==> config.mk <==
export PLATFORM = sky130hd
export DESIGN_NAME = sroc_acq_sequencer
export DESIGN_NICKNAME = d
export VERILOG_FILES = /design/src/rtl/sroc_seq_pkg.sv /design/src/rtl/sroc_decimator.sv /design/src/rtl/sroc_acq_sequencer.sv
export SDC_FILE = /design/constraint.sdc
export NUM_CORES = 1
export LEC_CHECK = 0
export ABC_AREA = 1
export CAP_MARGIN = 10
export CELL_PAD_IN_SITES_DETAIL_PLACEMENT = 1
export CELL_PAD_IN_SITES_GLOBAL_PLACEMENT = 1
export CORE_MARGIN = 2
export CORE_UTILIZATION = 36
export CTS_BUF_LIST = sky130_fd_sc_hd__clkbuf_8
export DETAILED_ROUTE_END_ITERATION = 7
export PLACE_DENSITY_LB_ADDON = 0.1
export SLEW_MARGIN = 20
export SYNTH_ARGS = -nofsm -noshare
export SYNTH_HDL_FRONTEND = slang
export SYNTH_HIERARCHICAL = 1
export SYNTH_SLANG_ARGS = --single-unit
==> constraint.sdc <==
create_clock -name evrClk -period 2.2 [get_ports evrClk]
set_input_delay 0.44 -clock evrClk [delete_from_list [all_inputs] [get_ports evrClk]]
set_output_delay 0.44 -clock evrClk [all_outputs]
set_load 0.01 [all_outputs]
==> src/rtl/sroc_seq_pkg.sv <==
// Shared definitions for the SROC acquisition sequencer: state encoding and default widths.
package sroc_seq_pkg;

   localparam int DECIM_WIDTH_DEF = 8;
   localparam int COUNT_WIDTH_DEF = 16;

   typedef enum logic [2:0] {
      S_IDLE      = 3'd0,
      S_WAIT_SYNC = 3'd1,
      S_WAIT_PPS  = 3'd2,
      S_RUN       = 3'd3,
      S_DONE      = 3'd4
   } seq_state_e;

   localparam logic [2:0] ST_IDLE      = 3'd0;
   localparam logic [2:0] ST_WAIT_SYNC = 3'd1;
   localparam logic [2:0] ST_WAIT_PPS  = 3'd2;
   localparam logic [2:0] ST_RUN       = 3'd3;
   localparam logic [2:0] ST_DONE      = 3'd4;

endpackage

==> src/rtl/sroc_decimator.sv <==
// SROC strobe decimator: fires on a strobe when the down-counter sits at zero, then reloads.
module sroc_decimator #(
   parameter int DECIM_WIDTH = 8
) (
   input  logic                   clk,
   input  logic                   rst,
   input  logic                   clear,
   input  logic                   strobe,
   input  logic [DECIM_WIDTH-1:0] reload,
   output logic                   fire
);

   logic [DECIM_WIDTH-1:0] r_cnt;

   assign fire = strobe & (r_cnt == '0);

   always_ff @(posedge clk or posedge rst) begin
      if (rst) begin
         r_cnt <= '0;
      end else if (clear) begin
         r_cnt <= '0;
      end else if (strobe) begin
         if (r_cnt == '0) begin
            r_cnt <= reload;
         end else begin
            r_cnt <= r_cnt - DECIM_WIDTH'(1);
         end
      end
   end

endmodule

==> src/rtl/sroc_acq_sequencer.sv <==
// Acquisition sequencer: arms on request, waits for SROC sync (and optionally PPS),
// then issues decimated acquisition triggers until the programmed count is reached.
module sroc_acq_sequencer
   import sroc_seq_pkg::*;
#(
   parameter int DECIM_WIDTH = DECIM_WIDTH_DEF,
   parameter int COUNT_WIDTH = COUNT_WIDTH_DEF
) (
   input  logic                   evrClk,
   input  logic                   evrReset,
   input  logic                   evrSROCstrobe,
   input  logic                   evrSROCsynced,
   input  logic                   evrPulsePerSecondMarker,
   input  logic                   arm,
   input  logic                   abort,
   input  logic [DECIM_WIDTH-1:0] cfgDecimation,
   input  logic [COUNT_WIDTH-1:0] cfgCount,
   input  logic                   cfgStartOnPPS,
   output logic                   acqTrigger,
   output logic                   busy,
   output logic                   done,
   output logic                   syncLost,
   output logic [COUNT_WIDTH-1:0] tickIndex,
   output logic [2:0]             state
);

   logic [2:0]             r_state;
   logic                   r_acqTrigger;
   logic                   r_busy;
   logic                   r_done;
   logic                   r_syncLost;
   logic                   r_ppsDly;
   logic                   r_startOnPps;
   logic [DECIM_WIDTH-1:0] r_decim;
   logic [COUNT_WIDTH-1:0] r_count;
   logic [COUNT_WIDTH-1:0] r_tick;

   logic                   w_ppsRise;
   logic                   w_decClear;
   logic                   w_decStrobe;
   logic                   w_fire;
   logic                   w_lastTick;
   logic [DECIM_WIDTH-1:0] w_reload;
   logic [COUNT_WIDTH-1:0] w_tickNext;

   // A decimation of 0 behaves like 1, so both reload to 0 (trigger on every strobe).
   function automatic logic [DECIM_WIDTH-1:0] decim_reload(input logic [DECIM_WIDTH-1:0] dec);
      return (dec == '0) ? '0 : dec - DECIM_WIDTH'(1);
   endfunction

   assign w_ppsRise   = evrPulsePerSecondMarker & ~r_ppsDly;
   assign w_reload    = decim_reload(r_decim);
   assign w_decClear  = (r_state != ST_RUN);
   assign w_decStrobe = (r_state == ST_RUN) & evrSROCstrobe & evrSROCsynced & ~abort;
   assign w_tickNext  = r_tick + COUNT_WIDTH'(1);
   assign w_lastTick  = (r_count != '0) && (w_tickNext == r_count);

   sroc_decimator #(
      .DECIM_WIDTH(DECIM_WIDTH)
   ) u_decim (
      .clk    (evrClk),
      .rst    (evrReset),
      .clear  (w_decClear),
      .strobe (w_decStrobe),
      .reload (w_reload),
      .fire   (w_fire)
   );

   always_ff @(posedge evrClk or posedge evrReset) begin
      if (evrReset) begin
         r_state      <= ST_IDLE;
         r_acqTrigger <= 1'b0;
         r_busy       <= 1'b0;
         r_done       <= 1'b0;
         r_syncLost   <= 1'b0;
         r_ppsDly     <= 1'b0;
         r_startOnPps <= 1'b0;
         r_decim      <= '0;
         r_count      <= '0;
         r_tick       <= '0;
      end else begin
         r_ppsDly     <= evrPulsePerSecondMarker;
         r_acqTrigger <= 1'b0;
         r_done       <= 1'b0;
         if (abort) begin
            r_state <= ST_IDLE;
            r_busy  <= 1'b0;
         end else begin
            case (r_state)
               ST_IDLE: begin
                  if (arm) begin
                     r_decim      <= cfgDecimation;
                     r_count      <= cfgCount;
                     r_startOnPps <= cfgStartOnPPS;
                     r_tick       <= '0;
                     r_syncLost   <= 1'b0;
                     r_state      <= ST_WAIT_SYNC;
                     r_busy       <= 1'b1;
                  end
               end
               ST_WAIT_SYNC: begin
                  if (evrSROCsynced) begin
                     r_state <= r_startOnPps ? ST_WAIT_PPS : ST_RUN;
                  end
               end
               ST_WAIT_PPS: begin
                  if (!evrSROCsynced) begin
                     r_syncLost <= 1'b1;
                     r_state    <= ST_IDLE;
                     r_busy     <= 1'b0;
                  end else if (w_ppsRise) begin
                     r_state <= ST_RUN;
                  end
               end
               ST_RUN: begin
                  // Losing sync pre-empts any strobe arriving in the same cycle.
                  if (!evrSROCsynced) begin
                     r_syncLost <= 1'b1;
                     r_state    <= ST_IDLE;
                     r_busy     <= 1'b0;
                  end else if (w_fire) begin
                     r_acqTrigger <= 1'b1;
                     r_tick       <= w_tickNext;
                     if (w_lastTick) begin
                        r_state <= ST_DONE;
                     end
                  end
               end
               ST_DONE: begin
                  r_done  <= 1'b1;
                  r_state <= ST_IDLE;
                  r_busy  <= 1'b0;
               end
               default: begin
                  r_state <= ST_IDLE;
                  r_busy  <= 1'b0;
               end
            endcase
         end
      end
   end

   assign acqTrigger = r_acqTrigger;
   assign busy       = r_busy;
   assign done       = r_done;
   assign syncLost   = r_syncLost;
   assign tickIndex  = r_tick;
   assign state      = r_state;

endmodule

==> impl_metrics.json, run 1 <==
{
  "syn_inst": 489,
  "cts_made_buffers": 9,
  "synth_flop_cell": "dfrtp_1",
  "die_h_um": 102,
  "synth_cell_types": 31,
  "die_x_um": 102,
  "cp.required_ps": 2430,
  "dr.pass1.iters": 4,
  "drive_above_1_share_pct": 15.1,
  "hold_class": "in -> async",
  "clk_latency_ps": 340,
  "ys_top_cells_by_area": "dfrtp_1, nand2_1, inv_1",
  "setup_viol": 1,
  "grt_util_all_layers_pct": 22.2,
  "synthArstFlopShare_pct": 100,
  "synth_common_cells": "nand2_1, inv_1, dfrtp_1, nor2_1, nand3_1",
  "finalPower_mw": 4.38,
  "fin_crit_sh_pct": 100,
  "cts-root-buf": "clkbuf_8",
  "max_freq_mhz": 454,
  "grt_pass1_vias": 3720,
  "regToRegStartpoint": "state[2]",
  "yosys.area.top_type_share_pct": 40.9,
  "path_clk_slew_ps": 70,
  "syn_area_mm2": 0.00349,
  "avgSynthCellArea_um2": 7.14,
  "worstPathArrival_ps": 2430,
  "fin_nets": 613,
  "slowest_stage": "dfrtp_1",
  "place.gp.congestion": 0.879,
  "r2r_slack_ps": -3,
  "yosysMostFrequentCell": "nand2_1",
  "via_per_inst": 4.92,
  "io_pins": 55,
  "grt_overflow": 0,
  "yosys_register_bits": 57,
  "dp_cells": 692,
  "hold_viol": 0,
  "grt_pass1_wl_um": 17800,
  "reg2reg_to": "state[0]",
  "drtIter0Drc": 119,
  "vias": 3492,
  "path_max_fanout": 3,
  "r2r_cells": 20,
  "rows": 35,
  "leakage_nw": 2.20,
  "start_util_pct": 37.4,
  "antenna_found_initial": 0,
  "skew_ps": 8.29,
  "wl_per_cell_um": 15.2,
  "numClockSinks": 57,
  "period_minus_slack_ps": 2200,
  "drc": 0,
  "maxSlewHeadroom_pct": 77.0,
  "final_max_slew_viol_count": 0,
  "cts-htree-levels": 3,
  "worstSetupEndpointType": "flip-flop",
  "cts_tree": "built",
  "worst_pin_slew_ps": 345,
  "critPathKind": "reg -> reg",
  "power-per-cell-area_mw_per_mm2": 950,
  "status": "finished, violations left",
  "synth_edf_count": 0,
  "dieArea_mm2": 0.0105,
  "ant_nets": 0,
  "cts_hold_buf": 0,
  "yosys_warnings": 6,
  "rsz0062_at_grt": "true",
  "start_kind": "flip-flop",
  "worstPathCellList": "nor2_4, inv_2, nor2_4, nand2_2, nor2_4, inv_2, nor2_2, inv_2, a21oi_2, nand3_1, nor2_1, nand3_1, nor2_1, nand3_1, nor2_1, nand3_1, nand2_2, nand2_2, nand2_2, nand2_1",
  "crit_path_max_incr_delay_ps": 420,
  "synth_fp_nets": 525,
  "synth.yosys.seq_area_share_pct": 40.9,
  "n_antenna_cell": 0,
  "synth_top_area_cell": "dfrtp_1",
  "violations": "setup timing",
  "port_buffers": 54,
  "maxCapViolCount": 0,
  "fin_cells": 710,
  "coreArea_mm2": 0.00933,
  "setup_ws_ps": -3.18,
  "grt_max_degree": 50,
  "irDropWorstVdd_uv": 386,
  "routed_wl_um": 10800,
  "cts_max_path_buffers": 2,
  "area_growth_pct": 32.2,
  "dp_hpwl_um": 8280
}
## area by class of cell
class                   instances  area, um^2
flip-flops and latches         57        1430
repair buffers                 83         782
fillers                      1225        4710
clock inverters                 4        43.8
inverters                      79         302
well taps                     129         161
clock buffers                  11         151
multi-input cells             347        1750
## flip-flops by register name (all words and copies together) (netlist names)
name           flops
r_startOnPps       1
tickIndex         16
r_count           16
syncLost           1
r_decim            8
busy               1
r_ppsDly           1
u_decim/r_cnt      8
done               1
acqTrigger         1
state              3
## cell families after synthesis
kind of cell               after synthesis  synth area share [%]
and+or+nand+nor                        267                  33.6
buffers and inverters                   85                  10.2
AOI/OAI and AO/OA                       66                  10.1
DFF                                     57                  40.9
xor gates and xnor gates                10                  3.69
adders and majority gates                4                  1.43
## worst max-delay path: cells and delay by family, from the launching register on
family	cells	cell delay, ps
flip-flops	1	420
AND/OR/NAND/NOR	16	1420
AO/OA/AOI/OAI	1	90
buffers and inverters	3	150
## through the flow
step | cell area (um^2) | setup WS, ps | TNS (ps) | util (%) | hold WS (ps)
final | 4610 | -3.18 | -3.18 | 49.5 | 417
after global routing | 4610 | -326 | -959 | 49.5 | 437
after CTS | 4590 | -32.1 | -63.5 | 49.2 | 412
after detailed placement | 4350 | -518 | -6740 | 46.7 | 483
after global placement | 4350 | -327 | -3280 | 46.7 | 467
after floorplan | 3490 | 89.5 | 0 | - | 256
## worst max-delay path by stage
stage                        from        to  cells past startpoint
detailed placement  evrSROCsynced  state[0]                     20
CTS                      state[1]  state[2]                     20
global placement    evrSROCsynced  state[0]                     20
global route             state[2]  state[0]                     20
finish                   state[2]  state[0]                     20
floorplan                state[1]  state[0]                     21
## metal layers
metal	up-vias	GRT usage (%)	part of all wire (%)
li1	1714	-	-
met1	1700	29.1	46
met2	65	37.3	48
met3	13	4.17	3.8
met4	0	6.36	1.4
met5	-	0	0
## cells in the final DEF (no fill, tap or decap), types with 6 or more instances in the layout
master           instances
buf_4                   27
clkbuf_8                11
xor2_1                   6
nor2_2                  10
nand2_1                142
o21ai_1                 14
inv_2                   10
dfrtp_1                 57
clkdlybuf4s50_1         53
nor2_1                  47
inv_1                   68
nand2_2                  8
a21oi_1                 12
nand3_1                 38
o22ai_1                 14
o21ai_0                 23
nor2_4                   7
## timing repair
item / in CTS / in global routing
gates resized for setup: 7 / 12
pin swaps: 7 / 10
setup buffers: 3 / 0
endpoints found under the setup margin: 5 / 25
## where the power goes
part / switching, mW / total, mW / internal (mW)
combinational: 1.12 / 1.86 / 0.736
clock: 0.434 / 1.00 / 0.571
sequential: 0.203 / 1.52 / 1.32
(Power assumes the default switching activity.)
==> run 2: changes to the inputs <==
--- a/config.mk
+++ b/config.mk
@@ -14,6 +14,7 @@
 export CTS_BUF_LIST = sky130_fd_sc_hd__clkbuf_8
 export DETAILED_ROUTE_END_ITERATION = 7
 export PLACE_DENSITY_LB_ADDON = 0.1
+export REMOVE_ABC_BUFFERS = 1
 export SLEW_MARGIN = 20
 export SYNTH_ARGS = -nofsm -noshare
 export SYNTH_HDL_FRONTEND = slang
==> impl_metrics.json, run 2 (same netlist as run 1, synthesis figures left out) <==
{
  "status": "finished, violations left",
  "violations": "setup timing",
  "hold_class": "in -> async",
  "grt_pass1_wl_um": 16900,
  "drive_above_1_share_pct": 15.6,
  "power_frac_seq_pct": 34.1,
  "r2r_cells": 21,
  "swShare_pct": 38.8,
  "wl_per_cell_um": 14.6,
  "n_antenna_cell": 0,
  "critPathKind": "reg -> reg",
  "cts_hold_buf": 0,
  "setup_viol": 1,
  "antenna_found_initial": 0,
  "p_sw_mw": 1.72,
  "vias": 3388,
  "fin_cells": 712,
  "cts-htree-levels": 3,
  "regToRegStartpoint": "state[1]",
  "fin_nets": 614,
  "numClockSinks": 57,
  "ant_nets": 0,
  "fill_cells": 1214,
  "drtIter0Drc": 67,
  "final_max_slew_viol_count": 0,
  "skew_ps": 11.1,
  "routed_wl_um": 10400,
  "reg2reg_to": "state[0]",
  "cts_made_buffers": 9,
  "die_x_um": 102,
  "leakage_nw": 2.21,
  "whs_ps": 417,
  "via_per_inst": 4.76,
  "maxCapViolCount": 0,
  "start_util_pct": 37.4,
  "slowest_stage": "dfrtp_1",
  "cts-root-buf": "clkbuf_8",
  "crit_path_max_incr_delay_ps": 360,
  "period_minus_slack_ps": 2200,
  "max_freq_mhz": 454,
  "seqCellArea_mm2": 0.00143,
  "port_buffers": 54,
  "rows": 35,
  "grt_overflow": 0,
  "r2r_slack_ps": -5,
  "clk_latency_ps": 330,
  "dp_hpwl_um": 7940,
  "drc": 0,
  "dp_cells": 691,
  "clockPowerShare_pct": 24.8,
  "coreArea_mm2": 0.00933,
  "grt_pass1_vias": 3555,
  "hold_viol": 0,
  "power.internal_mw": 2.71,
  "start_kind": "flip-flop",
  "rsz0062_at_grt": "true",
  "worstPathArrival_ps": 2420,
  "path_clk_slew_ps": 70,
  "place.gp.congestion": 0.904,
  "area_growth_pct": 33.4,
  "p_comb_share_pct": 41.1,
  "grt_max_degree": 39,
  "power-per-cell-area_mw_per_mm2": 950,
  "cts_tree": "built",
  "final_cell_mix": "nand2_1, inv_1, dfrtp_1",
  "io_pins": 55,
  "setup_ws_ps": -4.69,
  "multi_input_area_mm2": 0.00175,
  "layout_commonest_cell": "nand2_1",
  "postLayoutCellArea_mm2": 0.00465,
  "cp.required_ps": 2420,
  "dpl_cell_area_mm2": 0.00436,
  "cts_max_path_buffers": 2,
  "dr.pass1.iters": 4,
  "fin_crit_sh_pct": 100,
  "die_h_um": 102,
  "pre_cts_ws_ps": -526,
  "maxSlewHeadroom_pct": 67.3,
  "worstSetupEndpointType": "flip-flop",
  "path_max_fanout": 3,
  "dieArea_mm2": 0.0105,
  "irDropWorstVdd_uv": 385,
  "worstPathCellList": "inv_2, nor2_4, inv_2, nor2_4, nand2_2, nor2_4, inv_2, nor2_1, inv_1, a21oi_1, nand3_1, nor2_2, nand3_1, nor2_1, nand3_1, nor2_1, nand3_1, nand2_2, nand2_2, nand2_2, nand2_1",
  "worst_pin_slew_ps": 489,
  "grt_util_all_layers_pct": 21.0
}
[run 2: cell count changes in the layout (fill, tap and decap cells not counted), sizes merged]
cell	delta
inv	-1
clkinvlp	+1
buf	+1
bufinv	+1
clkbuf	-2
clkinv	+2
[run 2: timing repair]
action	4_1_cts	5_1_grt
setup buffers	2	3
gates resized for setup	5	12
endpoints found under the setup margin	19	13
pin swaps	2	11
[run 2: layout make-up]
cell class	count	area share [%]
Tap cell	129	3.47
Timing Repair Buffer	84	17.2
Clock buffer	9	2.66
Sequential cell	57	30.6
Inverter	79	6.42
Multi-Input combinational cell	347	37.5
Clock inverter	7	2.04
[run 2: stage by stage]
| stage | power (mW) | utilization [%] | setup TNS (ps) |
|---|---|---|---|
| floorplan | 2.61 | - | 0 |
| global placement | 3.28 | 46.7 | -4060 |
| detailed placement | 3.32 | 46.7 | -6830 |
| CTS | 4.45 | 49.3 | 0 |
| global route | 4.80 | 49.9 | -504 |
| finish | 4.42 | 49.9 | -4.69 |
[run 2: worst max-delay path: cells and delay by family (launching register included)]
family,cells,cell delay (ps)
buffers and inverters,4,210
DFF,1,360
AOI/OAI and AO/OA,1,110
and+or+nand+nor,16,1440
[run 2: worst max-delay path by stage]
stage	start	end	slack, ps
global route	state[1]	state[0]	-210
CTS	state[2]	state[0]	4
finish	state[1]	state[0]	-5
detailed placement	evrSROCsynced	state[0]	-530
floorplan	state[1]	state[0]	90
global placement	evrSROCsynced	state[0]	-370
[run 2: metal layers]
metal	wire length (um)	vias up	GRT usage, %
li1	-	1718	-
met1	4830	1602	27.7
met4	102	0	5.74
met3	376	8	3.08
met2	5050	60	36.0
met5	0	-	0
[run 2: power by group through the flow]
stage	Combinational, mW	Clock (mW)	Sequential [mW]
after detailed placement	1.79	0	1.53
after floorplan	1.09	0	1.52
after CTS	1.82	1.12	1.51
after global placement	1.76	0	1.52
final	1.82	1.09	1.51
after global routing	2.09	1.16	1.55
==> run 3: changes to the inputs <==
--- a/config.mk
+++ b/config.mk
@@ -9,7 +9,7 @@
 export CAP_MARGIN = 10
 export CELL_PAD_IN_SITES_DETAIL_PLACEMENT = 1
 export CELL_PAD_IN_SITES_GLOBAL_PLACEMENT = 1
-export CORE_MARGIN = 2
+export CORE_MARGIN = 1
 export CORE_UTILIZATION = 36
 export CTS_BUF_LIST = sky130_fd_sc_hd__clkbuf_8
 export DETAILED_ROUTE_END_ITERATION = 7
==> impl_metrics.json, run 3 (same netlist as run 1, synthesis figures left out) <==
{
  "grt_pass1_wl_um": 17600,
  "dp_hpwl_um": 7800,
  "postLayoutCellArea_mm2": 0.00474,
  "clockPowerShare_pct": 21.0,
  "pre_cts_ws_ps": -622,
  "grt_overflow": 0,
  "port_buffers": 54,
  "fill_cells": 1215,
  "ant_nets": 0,
  "critPathBufInv": 0,
  "via_per_inst": 4.84,
  "fin_crit_sh_pct": 106,
  "layout_commonest_cell": "nand2_1",
  "cts_made_buffers": 9,
  "drtIter0Drc": 133,
  "crit_path_max_incr_delay_ps": 450,
  "io_pins": 55,
  "final_cell_mix": "nand2_1, inv_1, dfrtp_1",
  "max_freq_mhz": 427,
  "clk_latency_ps": 340,
  "routed_wl_um": 10700,
  "area_growth_pct": 35.7,
  "dieArea_mm2": 0.0101,
  "hold_class": "in -> async",
  "path_max_fanout": 6,
  "die_h_um": 100,
  "die_x_um": 100,
  "p_comb_share_pct": 43.8,
  "path_delay_family": "simple AND/OR/NAND/NOR gates",
  "r2r_slack_ps": -140,
  "maxCapViolCount": 0,
  "swShare_pct": 41.1,
  "irDropWorstVdd_uv": 396,
  "critPathKind": "reg -> reg",
  "reg2reg_to": "state[0]",
  "setup_viol": 19,
  "dr.pass1.iters": 4,
  "cts-htree-levels": 3,
  "hold_viol": 0,
  "cts_tree": "built",
  "rows": 35,
  "grt_pass1_vias": 3647,
  "power-per-cell-area_mw_per_mm2": 912,
  "path_common_cell": "nand2_1",
  "status": "finished, violations left",
  "start_util_pct": 37.4,
  "worstPathCellList": "ha_1, nand2_1, nor2_4, nand2_1, nand2_1, nand2_1, nand2_1, nand2_1, nor2_1, nand2_1, nor2_1, nand3_1, nand2_2, nand2_2, nand2_1, nand2_1",
  "dpl_cell_area_mm2": 0.00434,
  "cp.required_ps": 2420,
  "skew_ps": 10.1,
  "coreArea_mm2": 0.00933,
  "n_antenna_cell": 0,
  "antenna_found_initial": 0,
  "cts_max_path_buffers": 2,
  "place.gp.congestion": 0.825,
  "r2r_cells": 16,
  "start_kind": "flip-flop",
  "leakage_nw": 2.25,
  "grt_util_all_layers_pct": 22.9,
  "drive_above_1_share_pct": 17.5,
  "final_max_slew_viol_count": 0,
  "worstPathArrival_ps": 2560,
  "path_clk_slew_ps": 70,
  "violations": "setup timing",
  "grt_max_degree": 50,
  "startpoint": "tickIndex[0]",
  "rsz0062_at_grt": "true",
  "vias": 3492,
  "cts-root-buf": "clkbuf_8",
  "finalPower_mw": 4.32,
  "setup_ws_ps": -141,
  "numClockSinks": 57,
  "wl_per_cell_um": 14.9,
  "maxSlewHeadroom_pct": 66.9,
  "cts_hold_buf": 0,
  "regToRegStartpoint": "tickIndex[0]",
  "p_sw_mw": 1.77,
  "fin_nets": 624,
  "slowest_stage": "dfrtp_1",
  "worst_pin_slew_ps": 495,
  "whs_ps": 420,
  "power_frac_seq_pct": 35.2,
  "power.internal_mw": 2.55,
  "drc": 0,
  "worstSetupEndpointType": "flip-flop",
  "fin_util_pct": 50.8,
  "period_minus_slack_ps": 2340
}
==> run 3: cell count changes in the layout (fill, tap and decap cells not counted), moves of 2 or more <==
cell / delta
o21ai_1: +2
nand2_2: -2
buf_6: +2
buf_4: +8
o22ai_2: +3
bufinv_16: -2
inv_2: -2
clkinv_4: -2
a21oi_2: +2
a21oi_1: -2
clkbuf_8: +2
o21ai_0: -2
o22ai_1: -3
==> run 3: per-stage QoR <==
stage,setup TNS [ps],instances
after CTS,-274,721
after global routing,-4270,722
after detailed placement,-6120,689
after floorplan,0,483
final,-1120,722
after global placement,-3990,689
==> run 3: worst max-delay path by stage <==
stage,slack [ps],depth (start not counted),endpoint
finish,-140,16,state[0]
global route,-350,20,state[0]
CTS,-120,20,state[0]
detailed placement,-620,20,state[0]
global placement,-370,20,state[0]
floorplan,90,21,state[0]
==> run 3: per-layer routing <==
layer	vias to the layer above	global-route usage, %	wire, um
met5	-	0	0
met4	0	6.35	148
met3	10	4.02	309
met2	65	39.9	5260
met1	1676	29.2	5000
li1	1741	-	-
==> run 3: repair_timing <==
item	in CTS	in global routing
gates resized for setup	14	15
setup buffers	16	3
endpoints found under the setup margin	3	20
pin swaps	10	12
==> run 3: worst register-to-register path: cells and delay by family (launching register included) <==
family        cells  cell delay [ps]
fa+ha+maj         1              230
flops             1              450
simple gates     15             1560
==> run 3: layout make-up <==
| type | instances | area [um^2] | area share (%) |
|---|---|---|---|
| inverter | 79 | 304 | 6.42 |
| tap | 129 | 161 | 3.41 |
| timing repair buffer | 94 | 883 | 18.6 |
| sequential | 57 | 1430 | 30.1 |
| clock inverter | 5 | 30.0 | 0.634 |
| clock buffer | 11 | 151 | 3.20 |
| multi-input combinational | 347 | 1780 | 37.6 |
==> run 3: power by group through the flow <==
stage | logic [mW] | clock network, mW | registers (mW)
after global placement | 1.75 | 0 | 1.52
after floorplan | 1.09 | 0 | 1.52
after global routing | 2.15 | 0.976 | 1.56
after detailed placement | 1.80 | 0 | 1.54
after CTS | 1.88 | 0.940 | 1.52
final | 1.89 | 0.907 | 1.52
